## src/rtl/scan_wb_pkg.sv

```systemverilog
// Shared definitions for the scan/proc-control Wishbone initiator.
package scan_wb_pkg;

  localparam logic [1:0] OP_SCAN_XCHG   = 2'd0;
  localparam logic [1:0] OP_SET_PROC    = 2'd1;
  localparam logic [1:0] OP_READ_STATUS = 2'd2;
  localparam logic [1:0] OP_RSVD        = 2'd3;

  localparam logic [31:0] ADR_DATA = 32'h0000_0000;
  localparam logic [31:0] ADR_CTRL = 32'h0000_0004;

  // Status word bit positions (control/status register)
  localparam int ST_SCAN_EN = 0;
  localparam int ST_PROC_GO = 1;
  localparam int ST_HALT    = 2;

  typedef enum logic [2:0] {
    S_IDLE, S_W_DATA, S_W_GO, S_POLL, S_R_DATA, S_W_CTRL, S_R_STAT, S_RESP
  } state_t;

endpackage

```

## src/rtl/wb_single_xfer.sv

```systemverilog
// One Wishbone classic transfer per start pulse, with an ack timeout.
// done/err pulse for one cycle, the cycle after cyc drops.
module wb_single_xfer #(
  parameter int ACK_TIMEOUT = 15
) (
  input  logic        clk,
  input  logic        rst_n,
  input  logic        start,
  input  logic        we,
  input  logic [31:0] adr,
  input  logic [31:0] wdata,
  output logic        done,
  output logic        err,
  output logic [31:0] rdata,
  output logic        bus_cyc,
  output logic        bus_stb,
  output logic        bus_we,
  output logic [3:0]  bus_sel,
  output logic [31:0] bus_adr,
  output logic [31:0] bus_wdata,
  input  logic [31:0] bus_rdata,
  input  logic        bus_ack
);

  localparam int TW = $clog2(ACK_TIMEOUT + 1);

  logic [TW-1:0] wait_cnt;

  assign bus_stb = bus_cyc;
  assign bus_sel = 4'hF;

  // Launch on start, hold address/data until ack or timeout, capture read data on ack
  always_ff @(posedge clk or negedge rst_n) begin
    if (!rst_n) begin
      bus_cyc   <= 1'b0;
      bus_we    <= 1'b0;
      bus_adr   <= '0;
      bus_wdata <= '0;
      wait_cnt  <= '0;
      done      <= 1'b0;
      err       <= 1'b0;
      rdata     <= '0;
    end else begin
      done <= 1'b0;
      err  <= 1'b0;
      if (bus_cyc) begin
        if (bus_ack) begin
          bus_cyc <= 1'b0;
          done    <= 1'b1;
          if (!bus_we) rdata <= bus_rdata;
        end else if (wait_cnt == TW'(ACK_TIMEOUT - 1)) begin
          bus_cyc <= 1'b0;
          done    <= 1'b1;
          err     <= 1'b1;
        end else begin
          wait_cnt <= wait_cnt + 1'b1;
        end
      end else if (start) begin
        bus_cyc   <= 1'b1;
        bus_we    <= we;
        bus_adr   <= adr;
        bus_wdata <= wdata;
        wait_cnt  <= '0;
      end
    end
  end

endmodule

```

## src/rtl/scan_wb_initiator.sv

```systemverilog
// Host-command to Wishbone register-sequence engine for the scan/proc-control slave.
module scan_wb_initiator
  import scan_wb_pkg::*;
#(
  parameter int POLL_MAX    = 256,
  parameter int ACK_TIMEOUT = 15
) (
  input  logic        clk,
  input  logic        rst_n,
  input  logic        cmd_valid,
  output logic        cmd_ready,
  input  logic [1:0]  cmd_op,
  input  logic [31:0] cmd_data,
  output logic        rsp_valid,
  output logic [31:0] rsp_data,
  output logic        rsp_err,
  output logic        wbm_cyc_o,
  output logic        wbm_stb_o,
  output logic        wbm_we_o,
  output logic [3:0]  wbm_sel_o,
  output logic [31:0] wbm_adr_o,
  output logic [31:0] wbm_dat_o,
  input  logic [31:0] wbm_dat_i,
  input  logic        wbm_ack_i
);

  state_t      state;
  logic        x_start, x_we, x_done, x_err;
  logic [31:0] x_adr, x_wdata, x_rdata;
  logic [8:0]  poll_cnt;
  logic        seen;

  wb_single_xfer #(.ACK_TIMEOUT(ACK_TIMEOUT)) u_xfer (
    .clk       (clk),
    .rst_n     (rst_n),
    .start     (x_start),
    .we        (x_we),
    .adr       (x_adr),
    .wdata     (x_wdata),
    .done      (x_done),
    .err       (x_err),
    .rdata     (x_rdata),
    .bus_cyc   (wbm_cyc_o),
    .bus_stb   (wbm_stb_o),
    .bus_we    (wbm_we_o),
    .bus_sel   (wbm_sel_o),
    .bus_adr   (wbm_adr_o),
    .bus_wdata (wbm_dat_o),
    .bus_rdata (wbm_dat_i),
    .bus_ack   (wbm_ack_i)
  );

  // Command FSM: each access state issues one start pulse on entry and waits for done.
  // Any transfer error in an access state short-circuits to an error response.
  always_ff @(posedge clk or negedge rst_n) begin
    if (!rst_n) begin
      state     <= S_IDLE;
      cmd_ready <= 1'b1;
      rsp_valid <= 1'b0;
      rsp_data  <= '0;
      rsp_err   <= 1'b0;
      x_start   <= 1'b0;
      x_we      <= 1'b0;
      x_adr     <= '0;
      x_wdata   <= '0;
      poll_cnt  <= '0;
      seen      <= 1'b0;
    end else begin
      x_start   <= 1'b0;
      rsp_valid <= 1'b0;
      if (state != S_IDLE && state != S_RESP && x_done && x_err) begin
        state     <= S_RESP;
        rsp_valid <= 1'b1;
        rsp_err   <= 1'b1;
        rsp_data  <= '0;
      end else begin
        case (state)
          S_IDLE: if (cmd_valid && cmd_ready) begin
            cmd_ready <= 1'b0;
            seen      <= 1'b0;
            case (cmd_op)
              OP_SCAN_XCHG: begin
                state <= S_W_DATA; x_start <= 1'b1; x_we <= 1'b1;
                x_adr <= ADR_DATA; x_wdata <= cmd_data;
              end
              OP_SET_PROC: begin
                state <= S_W_CTRL; x_start <= 1'b1; x_we <= 1'b1;
                x_adr <= ADR_CTRL; x_wdata <= {30'h0, cmd_data[0], 1'b0};
              end
              OP_READ_STATUS: begin
                state <= S_R_STAT; x_start <= 1'b1; x_we <= 1'b0;
                x_adr <= ADR_CTRL; x_wdata <= '0;
              end
              OP_RSVD: begin
                state <= S_RESP; rsp_valid <= 1'b1; rsp_err <= 1'b1; rsp_data <= '0;
              end
            endcase
          end
          S_W_DATA: if (x_done) begin
            // scan_go with proc_go cleared: the scan cannot run while the processor is released
            state <= S_W_GO; x_start <= 1'b1; x_we <= 1'b1;
            x_adr <= ADR_CTRL; x_wdata <= 32'h1; poll_cnt <= '0;
          end
          S_W_GO: if (x_done) begin
            state <= S_POLL; x_start <= 1'b1; x_we <= 1'b0; x_adr <= ADR_CTRL;
          end
          S_POLL: if (x_done) begin
            poll_cnt <= poll_cnt + 1'b1;
            if (seen && !x_rdata[ST_SCAN_EN]) begin
              state <= S_R_DATA; x_start <= 1'b1; x_we <= 1'b0; x_adr <= ADR_DATA;
            end else if (poll_cnt == 9'(POLL_MAX - 1)) begin
              state <= S_RESP; rsp_valid <= 1'b1; rsp_err <= 1'b1; rsp_data <= '0;
            end else begin
              seen    <= seen | x_rdata[ST_SCAN_EN];
              x_start <= 1'b1;
            end
          end
          S_R_DATA: if (x_done) begin
            state <= S_RESP; rsp_valid <= 1'b1; rsp_err <= 1'b0; rsp_data <= x_rdata;
          end
          S_W_CTRL: if (x_done) begin
            state <= S_RESP; rsp_valid <= 1'b1; rsp_err <= 1'b0; rsp_data <= '0;
          end
          S_R_STAT: if (x_done) begin
            state <= S_RESP; rsp_valid <= 1'b1; rsp_err <= 1'b0;
            rsp_data <= {29'h0, x_rdata[ST_HALT], x_rdata[ST_PROC_GO], x_rdata[ST_SCAN_EN]};
          end
          S_RESP: begin
            state     <= S_IDLE;
            cmd_ready <= 1'b1;
          end
          default: state <= S_IDLE;
        endcase
      end
    end
  end

endmodule

```

## config.mk

```make
export PLATFORM = sky130hd
export DESIGN_NAME = scan_wb_initiator
export DESIGN_NICKNAME = d
export VERILOG_FILES = /design/src/rtl/scan_wb_pkg.sv /design/src/rtl/wb_single_xfer.sv /design/src/rtl/scan_wb_initiator.sv
export SDC_FILE = /design/constraint.sdc
export NUM_CORES = 1
export LEC_CHECK = 0
export CAP_MARGIN = 30
export CORE_MARGIN = 10
export CORE_UTILIZATION = 51
export CTS_BUF_LIST = sky130_fd_sc_hd__clkbuf_8
export DETAILED_ROUTE_END_ITERATION = 12
export PLACE_DENSITY = 0.83
export SYNTH_ARGS = -nofsm -noshare
export SYNTH_HDL_FRONTEND = slang
export SYNTH_SLANG_ARGS = --single-unit
```

## constraint.sdc

```tcl
create_clock -name clk -period 2.6 [get_ports clk]
set_input_delay 0.52 -clock clk [delete_from_list [all_inputs] [get_ports clk]]
set_output_delay 0.52 -clock clk [all_outputs]
set_load 0.005 [all_outputs]
```

==> results.sh <==
export IMPL_fillers=1070
export IMPL_slew_violations=0
export IMPL_skew_ns=0.0179
export IMPL_min_path_type="in2async"
export IMPL_grt_busiest_layer="met2"
export IMPL_drt_iter0_drc=234
export IMPL_rsz0062_at_grt="no"
export IMPL_crit_fanout=11
export IMPL_endpoint_kind="flip-flop"
export IMPL_use_met1=0.210
export IMPL_dieHeight_um=138
export IMPL_grt_pass1_vias=5122
export IMPL_crit_chain="ha_1 > inv_1 > nor2_1 > and3_1 > ha_1 > a21oi_1 > o211ai_4 > buf_4 > mux2i_1"
export IMPL_yosys_warnings=0
export IMPL_p_per_area_nw_per_um2=952
export IMPL_grt_pass1_wl_mm=26.6
export IMPL_setup_tns_ns=0
export IMPL_via_per_inst=4.95
export IMPL_cts_hold_buf=0
export IMPL_area_growth_pct=26.2
export IMPL_hold_violations=0
export IMPL_dpl_hpwl_mm=11.8
export IMPL_antenna_found_initial=0
export IMPL_worstSkewPairLatency_ns=0.45
export IMPL_via_count=4957
export IMPL_final_common_cell="dfrtp_1"
export IMPL_fin_hold_ws_ns=0.0151
export IMPL_maxCapViolCount=0
export IMPL_worst_pin_slew_ns=0.560
export IMPL_ys_ff_latch=156
export IMPL_insertedDiodeCount=0
export IMPL_die_w_um=138
export IMPL_routed_wirelength_mm=16.0
export IMPL_gr_usage_met2=0.260
export IMPL_fp_row_count=43
export IMPL_clock_sinks=156
export IMPL_synth_area_um2=7150
export IMPL_wl_per_cell_um=16.0
export IMPL_cts_resized=0
export IMPL_required_ns=2.97
export IMPL_synth_edf_count=0
export IMPL_cpMaxStageDelayCell="dfrtp_1"
export IMPL_yosysSeqAreaShare=0.546
export IMPL_post_cts_buffers=0
export IMPL_period_share=0.863
export IMPL_die_area_um2=19200
export IMPL_fmax_ghz=0.446
export IMPL_p_leak_uw=0.00438
export IMPL_cts_root_buffer="clkbuf_8"
export IMPL_cpMostUsedCell="ha_1"
export IMPL_cts_made_buffers=17
export IMPL_first_pass_iters=4
export IMPL_worstSetupPathType="reg2reg"
export IMPL_synthCells=670
export IMPL_grt_usage=0.167
export IMPL_initial_core_util=0.517
export IMPL_synthArstFlopShare=1.00
export IMPL_finalSetupViolations=0
export IMPL_drive_gt1_frac=0.0900
export IMPL_coreArea_um2=13800
export IMPL_synth_flop_cell="dfrtp_1"
export IMPL_nNetsFinal=890
export IMPL_syn_avg_cell_area_um2=10.7
export IMPL_peakVddDrop_uv=495
export IMPL_numPortBuffers=140
export IMPL_grt_ovfl_total=0
export IMPL_cp_data_arrival_time_ns=2.61
export IMPL_io_pins=176
export IMPL_groute_layer_met3_usage=0.0651
export IMPL_slew_headroom=0.627
export IMPL_yosysUniqueCellTypes=56
export IMPL_grt_max_degree=66
export IMPL_startpoint_type="flip-flop"
export IMPL_tritoncts="yes"
export IMPL_final_cell_mix="dfrtp_1 (155), clkdlybuf4s50_1 (139), nand2_1 (123)"
export IMPL_routabilityCongestion=0.870
export IMPL_clk_pin_slew_ns=0.08
export IMPL_finalCriticalPeriod_ns=2.24
export IMPL_drtAntennaViolNets=0
export IMPL_outcome="completed"
export IMPL_htree_num_levels=4
export IMPL_drc=0
export IMPL_slowest_delay_ns=0.42
export IMPL_cts_buffer_depth=2
-- state kept, by name, indices dropped and copies added (netlist names), 3 cells and up --
name / cells
u_xfer.wait_cnt: 4
x_wdata: 32
u_xfer.rdata: 32
state: 3
poll_cnt: 9
rsp_data: 32
u_xfer.bus_wdata: 32
-- routing by layer --
layer,share of wire,vias to the layer above
li1,-,2406
met1,0.44,2391
met2,0.47,151
met3,0.072,9
met4,0.011,0
met5,0,-
-- critical path, delay by kind of cell, from the launching register on --
| family | cells | cell delay [ns] |
|---|---|---|
| multiplexers | 1 | 0.22 |
| adder cells (fa/ha/maj) | 2 | 0.46 |
| flip-flops | 1 | 0.42 |
| buffers and inverters | 2 | 0.35 |
| AND/OR/NAND/NOR | 2 | 0.31 |
| AO/OA/AOI/OAI | 2 | 0.40 |
-- cells in the mapped netlist (10+ instances only) --
library cell  instances  share of area
buf_4                39          0.041
clkbuf_1             13         0.0068
dfrtp_1             155           0.54
ha_1                 10          0.018
inv_1                74          0.039
mux2_1               18          0.028
mux2_2               18          0.028
mux2i_1              64          0.090
nand2_1             123          0.065
nand3_1              10         0.0070
nor2_1               10         0.0053
o21ai_0              40          0.028
-- logic make-up after synthesis --
logic type                 after synthesis  share of synthesized area
and+or+nand+nor                        173                      0.106
DFF                                    156                      0.546
buffers and inverters                  142                      0.106
muxes                                  101                      0.148
AOI/OAI and AO/OA                       85                     0.0742
adders and majority gates               10                     0.0175
other                                    2                    0.00105
xor gates and xnor gates                 1                    0.00123
-- layout make-up --
class                           count  area [µm²]  area share
Multi-Input combinational cell    405        2640       0.292
Clock inverter                     13         143      0.0158
Timing Repair Buffer              156        1590       0.176
Tap cell                          180         225      0.0250
Inverter                           74         278      0.0308
Clock buffer                       18         248      0.0275
Sequential cell                   156        3910       0.433
-- through the flow --
stage | worst slack [ns] | instance area, µm² | utilization | cells | total power (µW)
4_1_cts | 0.338 | 9020 | 0.653 | 1002 | 8680
3_3_place_gp | 0.153 | 8630 | 0.624 | 971 | 6710
6_report | 0.357 | 9020 | 0.653 | 1002 | 8590
3_5_place_dp | 0.0716 | 8630 | 0.624 | 971 | 6870
5_1_grt | 0.161 | 9020 | 0.653 | 1002 | 9200
2_1_floorplan | 0.645 | 7270 | - | 703 | 5260
-- where the power goes --
part,internal (µW),switching [µW]
clock,880,909
combinational,1580,1160
sequential,3480,587
total,5940,2650
-- final timing paths --
path                                  endpoint  slack, ns  cells past startpoint   startpoint
setup / recovery                   rsp_data[5]       0.36                      9  poll_cnt[0]
hold / removal                     rsp_data[8]       0.02                      1        rst_n
setup reg to reg                   rsp_data[5]       0.36                      9  poll_cnt[0]
hold reg to reg            u_xfer.bus_wdata[1]       0.48                      2   x_wdata[1]
max in group asynchronous          poll_cnt[0]       1.88                      2        rst_n
min in group clk           u_xfer.bus_wdata[1]       0.48                      2   x_wdata[1]
No activity file was read; power rests on OpenSTA's default activity.
